[src/rtl/mmio_ctrl.sv]
// mmio_ctrl: IO-region decode, uart TX/RX byte FIFOs and cycle/instret counters.
module mmio_ctrl #(
  parameter int FIFO_DEPTH = 8,
  parameter int CNT_WIDTH  = 32
) (
  input  logic        clk,
  input  logic        rst,
  input  logic [31:0] addr,
  input  logic [31:0] wr_data,
  input  logic        wr_en,
  input  logic        rd_en,
  input  logic        inst_retired,
  output logic [31:0] rd_data,
  output logic [7:0]  uart_data_in,
  output logic        uart_data_in_valid,
  input  logic        uart_data_in_ready,
  input  logic [7:0]  uart_data_out,
  input  logic        uart_data_out_valid,
  output logic        uart_data_out_ready
);
  localparam int PW = $clog2(FIFO_DEPTH);
  typedef logic [PW-1:0] ptr_t;
  typedef logic [PW:0] cnt_t;
  localparam cnt_t FULL = cnt_t'(FIFO_DEPTH);
  logic [7:0] tx_mem_q [FIFO_DEPTH];
  logic [7:0] tx_mem_d [FIFO_DEPTH];
  logic [7:0] rx_mem_q [FIFO_DEPTH];
  logic [7:0] rx_mem_d [FIFO_DEPTH];
  ptr_t tx_rp_q, tx_rp_d, tx_wp_q, tx_wp_d, rx_rp_q, rx_rp_d, rx_wp_q, rx_wp_d;
  cnt_t tx_cnt_q, tx_cnt_d, rx_cnt_q, rx_cnt_d;
  logic [CNT_WIDTH-1:0] cyc_q, cyc_d, inst_q, inst_d;
  logic [31:0] rd_data_q, rd_data_d, rd_val;
  logic [7:0] off;
  logic io_sel, rd, wr, tx_full, rx_empty, tx_push, tx_pop, rx_push, rx_pop, clr;
  logic unused_bits;
  assign unused_bits = ^{wr_data[31:8], addr[27:8]};
  assign io_sel = addr[31:28] == 4'h8;
  assign off = addr[7:0];
  assign rd = rd_en && io_sel;
  assign wr = wr_en && io_sel;
  assign tx_full = tx_cnt_q == FULL;
  assign rx_empty = rx_cnt_q == '0;
  assign uart_data_in_valid = tx_cnt_q != '0;
  assign uart_data_out_ready = rx_cnt_q != FULL;
  assign uart_data_in = tx_mem_q[tx_rp_q];
  assign rd_data = rd_data_q;
  // A push into a full FIFO is dropped even if a pop lands on the same edge.
  assign tx_push = wr && off == 8'h08 && !tx_full;
  assign tx_pop = uart_data_in_valid && uart_data_in_ready;
  assign rx_push = uart_data_out_valid && uart_data_out_ready;
  assign rx_pop = rd && off == 8'h04 && !rx_empty;
  assign clr = wr && off == 8'h18;
  always_comb begin
    tx_mem_d = tx_mem_q;
    rx_mem_d = rx_mem_q;
    if (tx_push) tx_mem_d[tx_wp_q] = wr_data[7:0];
    if (rx_push) rx_mem_d[rx_wp_q] = uart_data_out;
    tx_wp_d = tx_wp_q + ptr_t'(tx_push);
    tx_rp_d = tx_rp_q + ptr_t'(tx_pop);
    rx_wp_d = rx_wp_q + ptr_t'(rx_push);
    rx_rp_d = rx_rp_q + ptr_t'(rx_pop);
    tx_cnt_d = tx_cnt_q + cnt_t'(tx_push) - cnt_t'(tx_pop);
    rx_cnt_d = rx_cnt_q + cnt_t'(rx_push) - cnt_t'(rx_pop);
    cyc_d = clr ? '0 : cyc_q + CNT_WIDTH'(1);
    inst_d = clr ? '0 : inst_q + CNT_WIDTH'(inst_retired);
    rd_val = off == 8'h00 ? {30'd0, !rx_empty, !tx_full} :
             off == 8'h04 ? {24'd0, rx_empty ? 8'd0 : rx_mem_q[rx_rp_q]} :
             off == 8'h10 ? 32'(cyc_q) :
             off == 8'h14 ? 32'(inst_q) : 32'd0;
    rd_data_d = rd ? rd_val : rd_data_q;
  end
  always_ff @(posedge clk or posedge rst) begin
    if (rst) begin
      tx_mem_q <= '{default: '0};
      rx_mem_q <= '{default: '0};
      tx_rp_q <= '0;
      tx_wp_q <= '0;
      rx_rp_q <= '0;
      rx_wp_q <= '0;
      tx_cnt_q <= '0;
      rx_cnt_q <= '0;
      cyc_q <= '0;
      inst_q <= '0;
      rd_data_q <= '0;
    end else begin
      tx_mem_q <= tx_mem_d;
      rx_mem_q <= rx_mem_d;
      tx_rp_q <= tx_rp_d;
      tx_wp_q <= tx_wp_d;
      rx_rp_q <= rx_rp_d;
      rx_wp_q <= rx_wp_d;
      tx_cnt_q <= tx_cnt_d;
      rx_cnt_q <= rx_cnt_d;
      cyc_q <= cyc_d;
      inst_q <= inst_d;
      rd_data_q <= rd_data_d;
    end
  end
endmodule

[config.mk]
export PLATFORM = sky130hd
export DESIGN_NAME = mmio_ctrl
export DESIGN_NICKNAME = d
export VERILOG_FILES = /design/src/rtl/mmio_ctrl.sv
export SDC_FILE = /design/constraint.sdc
export NUM_CORES = 1
export LEC_CHECK = 0
export ABC_AREA = 1
export BUFFER_PORTS_ARGS = -buffer_cell sky130_fd_sc_hd__buf_2
export CAP_MARGIN = 10
export CORE_UTILIZATION = 50
export DETAILED_ROUTE_END_ITERATION = 8
export PLACE_DENSITY = 0.69
export RECOVER_POWER = 100
export SYNTH_ARGS = -nofsm -noshare
export SYNTH_HDL_FRONTEND = slang
export SYNTH_SLANG_ARGS = --single-unit
[constraint.sdc]
create_clock -name clk -period 12.8 [get_ports clk]
set_clock_uncertainty 0.2 [all_clocks]
set_input_delay 0 -clock clk [delete_from_list [all_inputs] [get_ports clk]]
set_output_delay 0 -clock clk [all_outputs]
set_load 0.05 [all_outputs]
Word level (Yosys, flattened, before mapping)
Index checks and enable logic that the tools add are counted.

$add $sub $neg: 10. $lt $le $gt $ge: 6. Equal/unequal tests: 8. Mux-type cells: 19. Bitwise logic cells: 4. Reductions and logical operators: 16.

Operators with widths (count): two-way mux 32 bit (6); bitwise mux 64 bit (2); two-way mux 8 bit (7); binary-select mux 8 bit (select 3 bit) (2); demux 8 bit (select 3 bit) (2); adder 32 x 1 -> 32 bit (1); adder 32 x 1 -> 32 bit (second input constant) (1); == test 8 x 5 -> 1 bit (second input constant) (3); greater-or-equal comparator 4 bit (second input constant) (4); inverter 3 -> 4 bit (4); adder 3 x 1 -> 3 bit (4); logical AND 1 bit (11); adder 4 x 1 -> 4 bit (2); == test 4 bit (second input constant) (2); == test 8 x 3 -> 1 bit (second input constant) (1); == test 8 x 4 -> 1 bit (second input constant) (1); logical NOT 8 bit (1); less-than comparator 4 x 1 -> 1 bit (second input constant) (2); subtractor 4 x 1 -> 4 bit (2); logical NOT 4 bit (1); inequality test 4 bit (second input constant) (1); nonzero test 4 bit (1); logical NOT 1 bit (2).

Register bits after elaboration: 244. Output and inout port bits: 42. Logic and storage cells: 88.

Logic depth before layout (Yosys ltp)
Gate-level depths: netlist of the first run.

Depth after elaboration: 7. Mapped depth: 13. Depth with buffers taken out: 13.

Worst setup path after synthesis of the first run
Ideal clock, no wire load.

Path type: reg-to-reg. From: register tx_cnt_q[2]. To: register tx_cnt_q[2]. Arrival time: 2.307 ns. Setup slack: 10.168 ns. Cell stages (with the launch flop): 10. Clock period less this slack: 2.632 ns. Cells stage by stage: dfrtp_1 -> inv_1 -> ha_1 -> nand3_1 -> and2_1 -> ha_1 -> inv_1 -> ha_1 -> fa_1 -> xor2_1.

Elaborated cells on any way between the ends: 7. Classes of those cells: add/sub: 2; eq/ne: 1; reduce/logical: 4.

RTL lines: start, declared (line 30) `cnt_t tx_cnt_q, tx_cnt_d, rx_cnt_q, rx_cnt_d;`; start signal, assigned (line 92) `tx_cnt_q <= tx_cnt_d;`; nonzero test 4 bit (line 43) `assign uart_data_in_valid = tx_cnt_q != '0;`; net uart_data_in_valid (line 15) `output logic uart_data_in_valid,`; logical AND 1 bit (line 49) `assign tx_pop = uart_data_in_valid && uart_data_in_ready;`; subtractor 4 x 1 -> 4 bit (line 62) `tx_cnt_d = tx_cnt_q + cnt_t'(tx_push) - cnt_t'(tx_pop);`; net tx_cnt_d[2] (line 30).

The timed path passes the listed nets, and every way through them passes these cells. A chain may end at the register's enable or synchronous reset.

==> flow_summary.ini, run 1 <==
[sta]
whs_ps = 13.45
worst_slew_pin_slew_ps = 4660
rsz0062_at_grt = no
period_share_pct = 42.82
setup_viol = 0
final_max_slew_viol_count = 171
fmax_ghz = 0.1825
fin_setup_tns_ps = 0
relSlewSlack_pct = -212.4
finalCriticalPeriod_ps = 5481
hold_violations = 0

[synth]
synth-adder-area-share_pct = 2.646
synth_compound_area_share_pct = 13.46
ys_top_cells_by_area = dfrtp_1 49%, nand2_1 13%, o21ai_0 8.2%
synth_top_family_by_area = simple AND/OR/NAND/NOR gates
synth_top_cell_area_share_pct = 49.29
async_flop_share_pct = 100.0
synth-warning-count = 0
seq_area_frac_synth_pct = 49.29
synth_mux_area_share_pct = 0
syn-cell-area_sq_um = 12390
synth-xor-area-share_pct = 2.121
yosys.area_share.simple_pct = 25.76
yosys.area.top_type = dfrtp_1
syn_inst = 1569
syn_nets = 1673
avgSynthCellArea_sq_um = 7.895
ys_types = 36
synthFlopType = dfrtp_1
synth_edf_count = 0
synth-seq-cells = 244

[cells_and_area]
num-nets-final = 1763
n_antenna_cell = 0
syn_to_final_growth_pct = 13.37
drive_above_1_share_pct = 5.599
final-seq-area_sq_um = 6106
final_cell_mix = 428 x nand2_1, 244 x dfrtp_1, 220 x o21ai_0, 187 x nor2_1, 140 x inv_1
multi_input_area_sq_um = 5281
fillers = 2283
fin_area_sq_um = 14040
final_common_cell = nand2_1
post-route-util_pct = 57.75

[clock_tree]
cts_buffer_depth = 3
numCtsBuffers = 27
cts_tree = built
clock_sinks = 244
postCtsSetupBuffers = 0
htree_levels = 1
insertion_delay_ps = 540
clockRootBuffer = clkbuf_16
path_clk_slew_ps = 60

[setup_path]
path_class = in2async
startpoint_type = primary input
crit_path_cell_trace = dlygate4sd3_1 -> buf_2 -> dlygate4sd3_1 -> clkinvlp_2 -> buf_4 -> buf_4
cp_max_fo = 104
max_stage_delay_ps = 2560
cp_slowest_cell = clkinvlp_2
endpoint_kind = asynchronous set/reset pin
cp.arrival_ps = 5840
rr_worst_depth = 10
cp.required_ps = 13160

[die]
core-area_sq_um = 24320
die-area_sq_um = 25410
pin_count = 121
placementRows = 57
die_w_um = 159.4
die_h_um = 159.4
initial_core_util_pct = 50.93

[global_route]
grt_antenna_before_repair = 0
grt_pass1_vias = 10400
grt_max_degree = 105
grt_first_pass_wirelength_mm = 52.76
grt-ovfl-total = 0
grtUsageTotal_pct = 25.44

[pwr]
power.switching_mw = 0.8293
p_seq_share_pct = 41.4
leakagePower_nw = 6.778
ir_worst_vdd_mv = 0.1566
power.share.clock_pct = 32.9
p_int_mw = 1.581
swShare_pct = 34.41
p_comb_share_pct = 25.7
power_density_nw_per_um2 = 171.6

[route]
vias_per_cell = 5.347
drc_errors = 0
dr.first_iter.drc_count = 839
routed_wirelength_mm = 31.56
drt_pass1_iterations = 7
detail-route-antenna-nets = 0
dr_total_vias = 10710
wl_per_cell_um = 15.76

[placed_design]
dpl-instance-area_sq_um = 12960
portBuffers = 76
dpl.hpwl_mm = 21.31
place.gp.congestion = 0.9448

[outcome]
violations = capacitance limit, slew limit
status = complete, but fails checks

[min_path]
hold_depth = 8
hold_path_class = in2reg

[run]
drv_cap = 3
worst max-delay path: cells and delay by family:
| family | cells | cell delay [ps] |
|---|---|---|
| buffers and inverters | 6 | 5640 |
per-layer routing:
| metal | vias to the layer above | GRT usage [%] | part of all wire (%) |
|---|---|---|---|
| li1 | 5286 | - | - |
| met1 | 5084 | 35.74 | 47 |
| met2 | 295 | 42.01 | 47 |
| met3 | 45 | 2.943 | 4.4 |
| met4 | 0 | 6.600 | 2.1 |
| met5 | - | 0 | 0 |
cell type report:
cell class	instances	share of cell area, %
clock inverter	9	0.7217
clock buffer	40	5.800
sequential	244	43.48
multi-input combinational	1115	37.61
timing repair buffer	125	5.595
tap	324	2.887
inverter	146	3.911
power by group through the flow:
stage               registers, mW  clock network [mW]  logic (mW)
finish                      0.999               0.793       0.618
global route                 1.02               0.837       0.701
CTS                         0.997               0.805       0.629
detailed placement           1.01                   0       0.616
global placement             1.00                   0       0.597
floorplan                   0.994                   0       0.474
final timing paths:
check | start | to | slack (ps)
max in group clk | rx_rp_q[0] | rd_data[1] | 8680
worst max register to register | rx_rp_q[0] | rd_data[1] | 8680
worst min register to register | tx_mem_q[11] | tx_mem_q[11] | 270
worst max-delay path | rst | cyc_q[26] | 7320
min in group asynchronous | rst | tx_cnt_q[1] | 1780
worst min-delay path | addr[28] | rd_data[0] | 10
stage by stage:
step | std cells | setup slack, ps | total power [mW]
floorplan | 1569 | 5898 | 1.469
global placement | 1913 | 10020 | 1.601
detailed placement | 1913 | 9972 | 1.624
CTS | 2003 | 9449 | 2.431
global route | 2003 | 6336 | 2.556
finish | 2003 | 7319 | 2.410
cell usage after synthesis, drive strengths merged, types with 4 or more instances:
| master | number |
|---|---|
| xnor2 | 4 |
| o22ai | 15 |
| clkbuf | 48 |
| inv | 146 |
| a31oi | 14 |
| buf | 16 |
| xor2 | 26 |
| a21oi | 34 |
| nand4 | 22 |
| nand2 | 429 |
| o211ai | 13 |
| nor4 | 5 |
| nor3 | 46 |
| dfrtp | 244 |
| nand3 | 45 |
| nor2 | 189 |
| o21ai | 237 |
| ha | 23 |
registers in the layout, summed over array words and instances (netlist names):
signal,flops
cyc_q,32
inst_q,32
rd_data,32
rx_cnt_q,4
rx_mem_q,64
rx_rp_q,3
rx_wp_q,3
tx_cnt_q,4
tx_mem_q,64
tx_rp_q,3
tx_wp_q,3
what timing repair did:
| action | in CTS | in global routing |
|---|---|---|
| endpoints found under the hold margin | 298 | 0 |
| hold buffers | 41 | 0 |
| resized for setup | 0 | 0 |
logic make-up after synthesis:
logic type / after synthesis
and+or+nand+nor: 743
DFF: 244
AOI/OAI and AO/OA: 317
xor gates and xnor gates: 30
buffers and inverters: 210
adders and majority gates: 25
Note: power is estimated with default switching activity, not from simulation.
==> run 2, diff against run 1 <==
--- a/config.mk
+++ b/config.mk
@@ -5,7 +5,7 @@
 export SDC_FILE = /design/constraint.sdc
 export NUM_CORES = 1
 export LEC_CHECK = 0
-export ABC_AREA = 1
+export ABC_AREA = 0
 export BUFFER_PORTS_ARGS = -buffer_cell sky130_fd_sc_hd__buf_2
 export CAP_MARGIN = 10
 export CORE_UTILIZATION = 50
==> constraint.sdc (replaced) <==
create_clock -name clk -period 5.1 [get_ports clk]
set_clock_uncertainty 0.2 [all_clocks]
set_input_delay 0 -clock clk [delete_from_list [all_inputs] [get_ports clk]]
set_output_delay 0 -clock clk [all_outputs]
set_load 0.05 [all_outputs]
==> flow_summary.ini, run 2 <==
[clock_tree]
insertion_delay_ps = 530
cts_tree = built
numCtsBuffers = 27
clockRootBuffer = clkbuf_16
clock_sinks = 244
htree_levels = 1
cts_buffer_depth = 3
cts_resized = 0
path_clk_slew_ps = 60
postCtsSetupBuffers = 0

[sta]
period_share_pct = 76.11
rsz0062_at_grt = no
relSlewSlack_pct = -85.88
finalCriticalPeriod_ps = 3882
fmax_ghz = 0.2576
final_max_slew_viol_count = 320
fin_setup_tns_ps = 0
worst_slew_pin_slew_ps = 2788
setup_viol = 0
hold_violations = 0

[synth]
syn-cell-area_sq_um = 11740
synth-warning-count = 0
avgSynthCellArea_sq_um = 12.57
ys_top_cells_by_area = dfrtp_1 52%, mux2_2 12%, mux4_2 5.9%
synth_compound_area_share_pct = 5.606
ys_types = 47
synth-xor-area-share_pct = 2.387
syn_nets = 1038
yosys.area.top_type = dfrtp_1
async_flop_share_pct = 100.0
synthMostInstantiatedCell = dfrtp_1
ys_top_cells_by_count = 244 x dfrtp_1, 129 x mux2_2, 60 x nand2_1
synth_mux_area_share_pct = 23.23
synth_top_cell_area_share_pct = 52.01
yosys.area_share.simple_pct = 11.36
seq_area_frac_synth_pct = 52.01
synth-adder-area-share_pct = 2.792
synthFlopType = dfrtp_1
syn_inst = 934
synth_top_family_by_area = multiplexers
synth-seq-cells = 244
synth_edf_count = 0

[global_route]
grtUsageTotal_pct = 21.58
grt-ovfl-total = 0
grt_antenna_before_repair = 1
grt_first_pass_wirelength_mm = 41.06
grt_pass1_vias = 7762
grt_max_degree = 191

[setup_path]
endpoint_kind = register
startpoint_type = primary input
cp.arrival_ps = 4130
cp_max_fo = 7
r2r_slack_ps = 1900
path_class = in2reg
cp.required_ps = 5350
rr_worst_depth = 6

[die]
die_h_um = 155.2
pin_count = 121
core-area_sq_um = 22850
die_w_um = 155.2
die-area_sq_um = 24100
initial_core_util_pct = 51.39
placementRows = 55

[outcome]
status = complete, but fails checks
violations = capacitance limit, slew limit

[route]
drt_pass1_iterations = 5
drc_errors = 0
dr.first_iter.drc_count = 397
wl_per_cell_um = 18.41
detail-route-antenna-nets = 0
vias_per_cell = 5.683
dr_total_vias = 7734
routed_wirelength_mm = 25.06

[run]
drv_cap = 5

[cells_and_area]
final_cell_mix = 244 x dfrtp_1, 129 x mux2_2, 60 x nand2_1, 48 x clkbuf_1, 46 x mux2i_1
num-nets-final = 1130
fillers = 1875
drive_above_1_share_pct = 24.36
syn_to_final_growth_pct = 14.70
top_regs = rx_mem_q (64), tx_mem_q (64)
final_common_cell = dfrtp_1

[min_path]
hold_depth = 4
hold_path_class = in2reg

[placed_design]
portBuffers = 76
place.gp.congestion = 0.7514
dpl.hpwl_mm = 15.78

[pwr]
power_density_nw_per_um2 = 419.2
leakagePower_nw = 6.023
ir_worst_vdd_mv = 0.3589
total_power_mw = 5.644
==> run 2: cell types whose count changed after synthesis, sizes merged, moves of 17 or more <==
cell	delta
nor3	-40
inv	-121
nand3	-20
nand2	-369
o31ai	+25
nor2	-158
mux2i	+46
or4	+31
mux2	+137
clkbuf	-17
mux4	+31
o21ai	-202
==> run 2: final timing paths <==
check	start	endpoint
setup / recovery	addr[28]	rx_cnt_q[3]
hold / removal	addr[2]	rd_data[13]
setup reg to reg	rx_cnt_q[2]	rx_mem_q[45]
hold reg to reg	rd_data[23]	rd_data[23]
max in group asynchronous	rst	tx_mem_q[49]
min in group asynchronous	rst	tx_mem_q[37]
==> run 2: critical path, stage by stage <==
cell and delay [ps]:
dlygate4sd3_1 540, buf_2 120, nor4b_1 1120, dlygate4sd3_1 730, and3_1 210, nand3_1 230, inv_1 170, ha_1 160
inv_1 70, ha_1 270, a21o_1 160, a21oi_1 190, xor2_1 160
==> run 2: through the flow <==
stage / worst slack, ps / instance area, sq um / hold WS, ps / instances / utilization [%]
floorplan: 1696 / 11740 / -68.32 / 934 / -
CTS: 1756 / 13590 / 16.56 / 1360 / 59.49
finish: 1218 / 13470 / 15.82 / 1361 / 58.94
detailed placement: 2225 / 12370 / 87.73 / 1280 / 54.14
global route: 886.7 / 13460 / 62.97 / 1360 / 58.93
global placement: 2285 / 12370 / 100.1 / 1280 / 54.14
==> run 2: cells by family after synthesis <==
family                   after synthesis
AO/OA/AOI/OAI                        109
adder cells (fa/ha/maj)               25
AND/OR/NAND/NOR                      235
multiplexers                         214
buffers and inverters                 75
XOR/XNOR                              32
flip-flops                           244
==> run 2: area by class of cell <==
class                           instances  area [sq um]  share of cell area (%)
Sequential cell                       244          6106                   45.34
Tap cell                              313         391.6                   2.908
Clock buffer                           39         810.8                   6.021
Clock inverter                         11         111.4                  0.8270
Timing Repair Buffer                  113         671.9                   4.990
Inverter                               25         95.09                  0.7062
Multi-Input combinational cell        615          5276                   39.18
Antenna cell                            1         2.502                 0.01858
==> run 2: repair_timing <==
| item | 4_1_cts | 5_1_grt |
|---|---|---|
| hold buffers | 30 | 0 |
| endpoints found under the setup margin | 0 | 0 |
| endpoints found under the hold margin | 419 | 0 |
==> run 2: layer usage <==
layer	vias to the layer above	GRT usage, %	wire length, um
li1	3652	-	-
met1	3914	31.06	12010
met2	131	33.98	11410
met3	37	3.593	1038
met4	0	5.976	609
met5	-	0	0
==> run 2: report_power, final <==
| group | switching [mW] | leakage, nW | internal [mW] |
|---|---|---|---|
| clock | 0.774 | 0.461 | 1.20 |
| combinational | 0.438 | 2.46 | 0.596 |
| sequential | 0.327 | 3.11 | 2.31 |
==> run 3, diff against run 2 <==
==> constraint.sdc (replaced) <==
create_clock -name clk -period 3.86 [get_ports clk]
set_clock_uncertainty 0.2 [all_clocks]
set_input_delay 0 -clock clk [delete_from_list [all_inputs] [get_ports clk]]
set_output_delay 0 -clock clk [all_outputs]
set_load 0.05 [all_outputs]
==> flow_summary.ini, run 3 (same netlist as run 2, synthesis figures left out) <==
[sta]
period_share_pct = 87.11
layout_setup_ws_ps = 497.7
rsz0062_at_grt = no
setup_viol = 0
finalCriticalPeriod_ps = 3362
worst_slew_pin_slew_ps = 2454
fin_setup_tns_ps = 0
relSlewSlack_pct = -63.62
fmax_ghz = 0.2974
final_max_slew_viol_count = 297
hold_violations = 0
whs_ps = 26.55

[run]
drv_cap = 5

[setup_path]
crit_top_cell = dlygate4sd3_1
path_class = in2reg
max_stage_delay_ps = 630
crit_path_cell_trace = dlygate4sd3_1 -> buf_2 -> nor4b_1 -> dlygate4sd3_1 -> clkbuf_1 -> nand3_1 -> dlygate4sd3_1 -> nor4_4 -> mux2_2
cp_num_cells = 9
critical-path-top-delay-family = buffers and inverters
startpoint_type = primary input
cp.required_ps = 4060
rr_worst_depth = 6
cp.buffers_inverters = 5
cp_max_fo = 8
cp_slowest_cell = dlygate4sd3_1
cp.arrival_ps = 3570
endpoint_kind = register

[route]
drc_errors = 0
detail-route-antenna-nets = 0
vias_per_cell = 5.681
wl_per_cell_um = 18.55
routed_wirelength_mm = 25.24
dr.first_iter.drc_count = 502
dr_total_vias = 7732
drt_pass1_iterations = 6

[pwr]
power.switching_mw = 2.016
p_seq_share_pct = 47.3
power_density_nw_per_um2 = 545.1
p_int_mw = 5.299
swShare_pct = 27.55
total_power_mw = 7.315
leakagePower_nw = 5.993
power.share.clock_pct = 33.6
p_comb_share_pct = 19.1
ir_worst_vdd_mv = 0.3857

[global_route]
grtUsageTotal_pct = 21.82
grt_pass1_vias = 7643
grt_first_pass_wirelength_mm = 41.57
grt_max_degree = 181
grt-ovfl-total = 0
grt_antenna_before_repair = 1

[clock_tree]
clock_sinks = 244
path_clk_slew_ps = 60
numCtsBuffers = 27
cts_buffer_depth = 3
clockRootBuffer = clkbuf_16
cts_tree = built
insertion_delay_ps = 520
htree_levels = 1

[min_path]
hold_depth = 4
hold_path_class = in2reg

[cells_and_area]
fin_cells = 1361
top_regs = rx_mem_q (64), tx_mem_q (64)
num-nets-final = 1136
drive_above_1_share_pct = 23.97
syn_to_final_growth_pct = 14.29
final_cell_mix = 244 x dfrtp_1, 129 x mux2_2, 60 x nand2_1, 51 x clkbuf_1, 46 x mux2i_1
final_common_cell = dfrtp_1

[die]
die_h_um = 155.2
placementRows = 55
initial_core_util_pct = 51.39
pin_count = 121
die_w_um = 155.2
core-area_sq_um = 22850
die-area_sq_um = 24100

[outcome]
status = complete, but fails checks
violations = capacitance limit, slew limit

[placed_design]
pre_cts_ws_ps = 1063
place.gp.congestion = 0.7659
dpl.cell_count = 1285
portBuffers = 76
dpl.hpwl_mm = 16.06
==> run 3: worst register-to-register path: stages (launching register included) <==
cell,delay [ps]
dfrtp_1,320
inv_1,60
ha_1,200
or3b_2,260
nand3b_1,160
nor3b_1,1250
mux2_2,440
==> run 3: routing by layer <==
layer	share of wire, %	vias up	global-route usage, %
li1	-	3654	-
met1	48	3916	31.80
met2	46	124	34.71
met3	3.7	38	2.869
met4	2.3	0	5.602
met5	0	-	0
==> run 3: area by class of cell <==
cell class / count / area (sq um)
fill: 1970 / 9429
sequential: 244 / 6106
multi-input combinational: 615 / 5281
clock buffer: 34 / 732.0
timing repair buffer: 119 / 706.9
tap: 313 / 391.6
clock inverter: 10 / 102.6
inverter: 25 / 95.09
antenna: 1 / 2.502
==> run 3: repair_timing <==
action / CTS / global route
hold buffers: 31 / 0
setup endpoints to repair: 0 / 0
gates resized for setup: 0 / 0
buffers inserted: 0 / 0
hold endpoints to repair: 416 / 0
==> run 3: power groups by stage <==
| stage | combinational, mW | sequential [mW] | clock, mW |
|---|---|---|---|
| detailed placement | 1.41 | 3.50 | 0 |
| floorplan | 1.23 | 3.30 | 0 |
| global placement | 1.36 | 3.47 | 0 |
| CTS | 1.44 | 3.46 | 2.51 |
| global route | 1.56 | 3.54 | 2.61 |
| finish | 1.39 | 3.46 | 2.46 |
==> run 3: stage by stage <==
step                      utilization [%]  instance area [sq um]
after floorplan                         -                  11740
after global routing                58.72                  13420
after detailed placement            54.30                  12410
after CTS                           59.32                  13550
final                               58.73                  13420
after global placement              54.30                  12410
==> run 3: path summary, 6_finish.rpt <==
check	start	end	slack, ps
worst max register to register	rx_cnt_q[2]	rx_mem_q[42]	860
max in group asynchronous	rst	rx_mem_q[18]	1150
min in group asynchronous	rst	tx_mem_q[29]	400
worst max-delay path	addr[28]	tx_mem_q[36]	500
worst min register to register	rd_data[22]	rd_data[22]	270
worst min-delay path	addr[2]	rd_data[12]	30
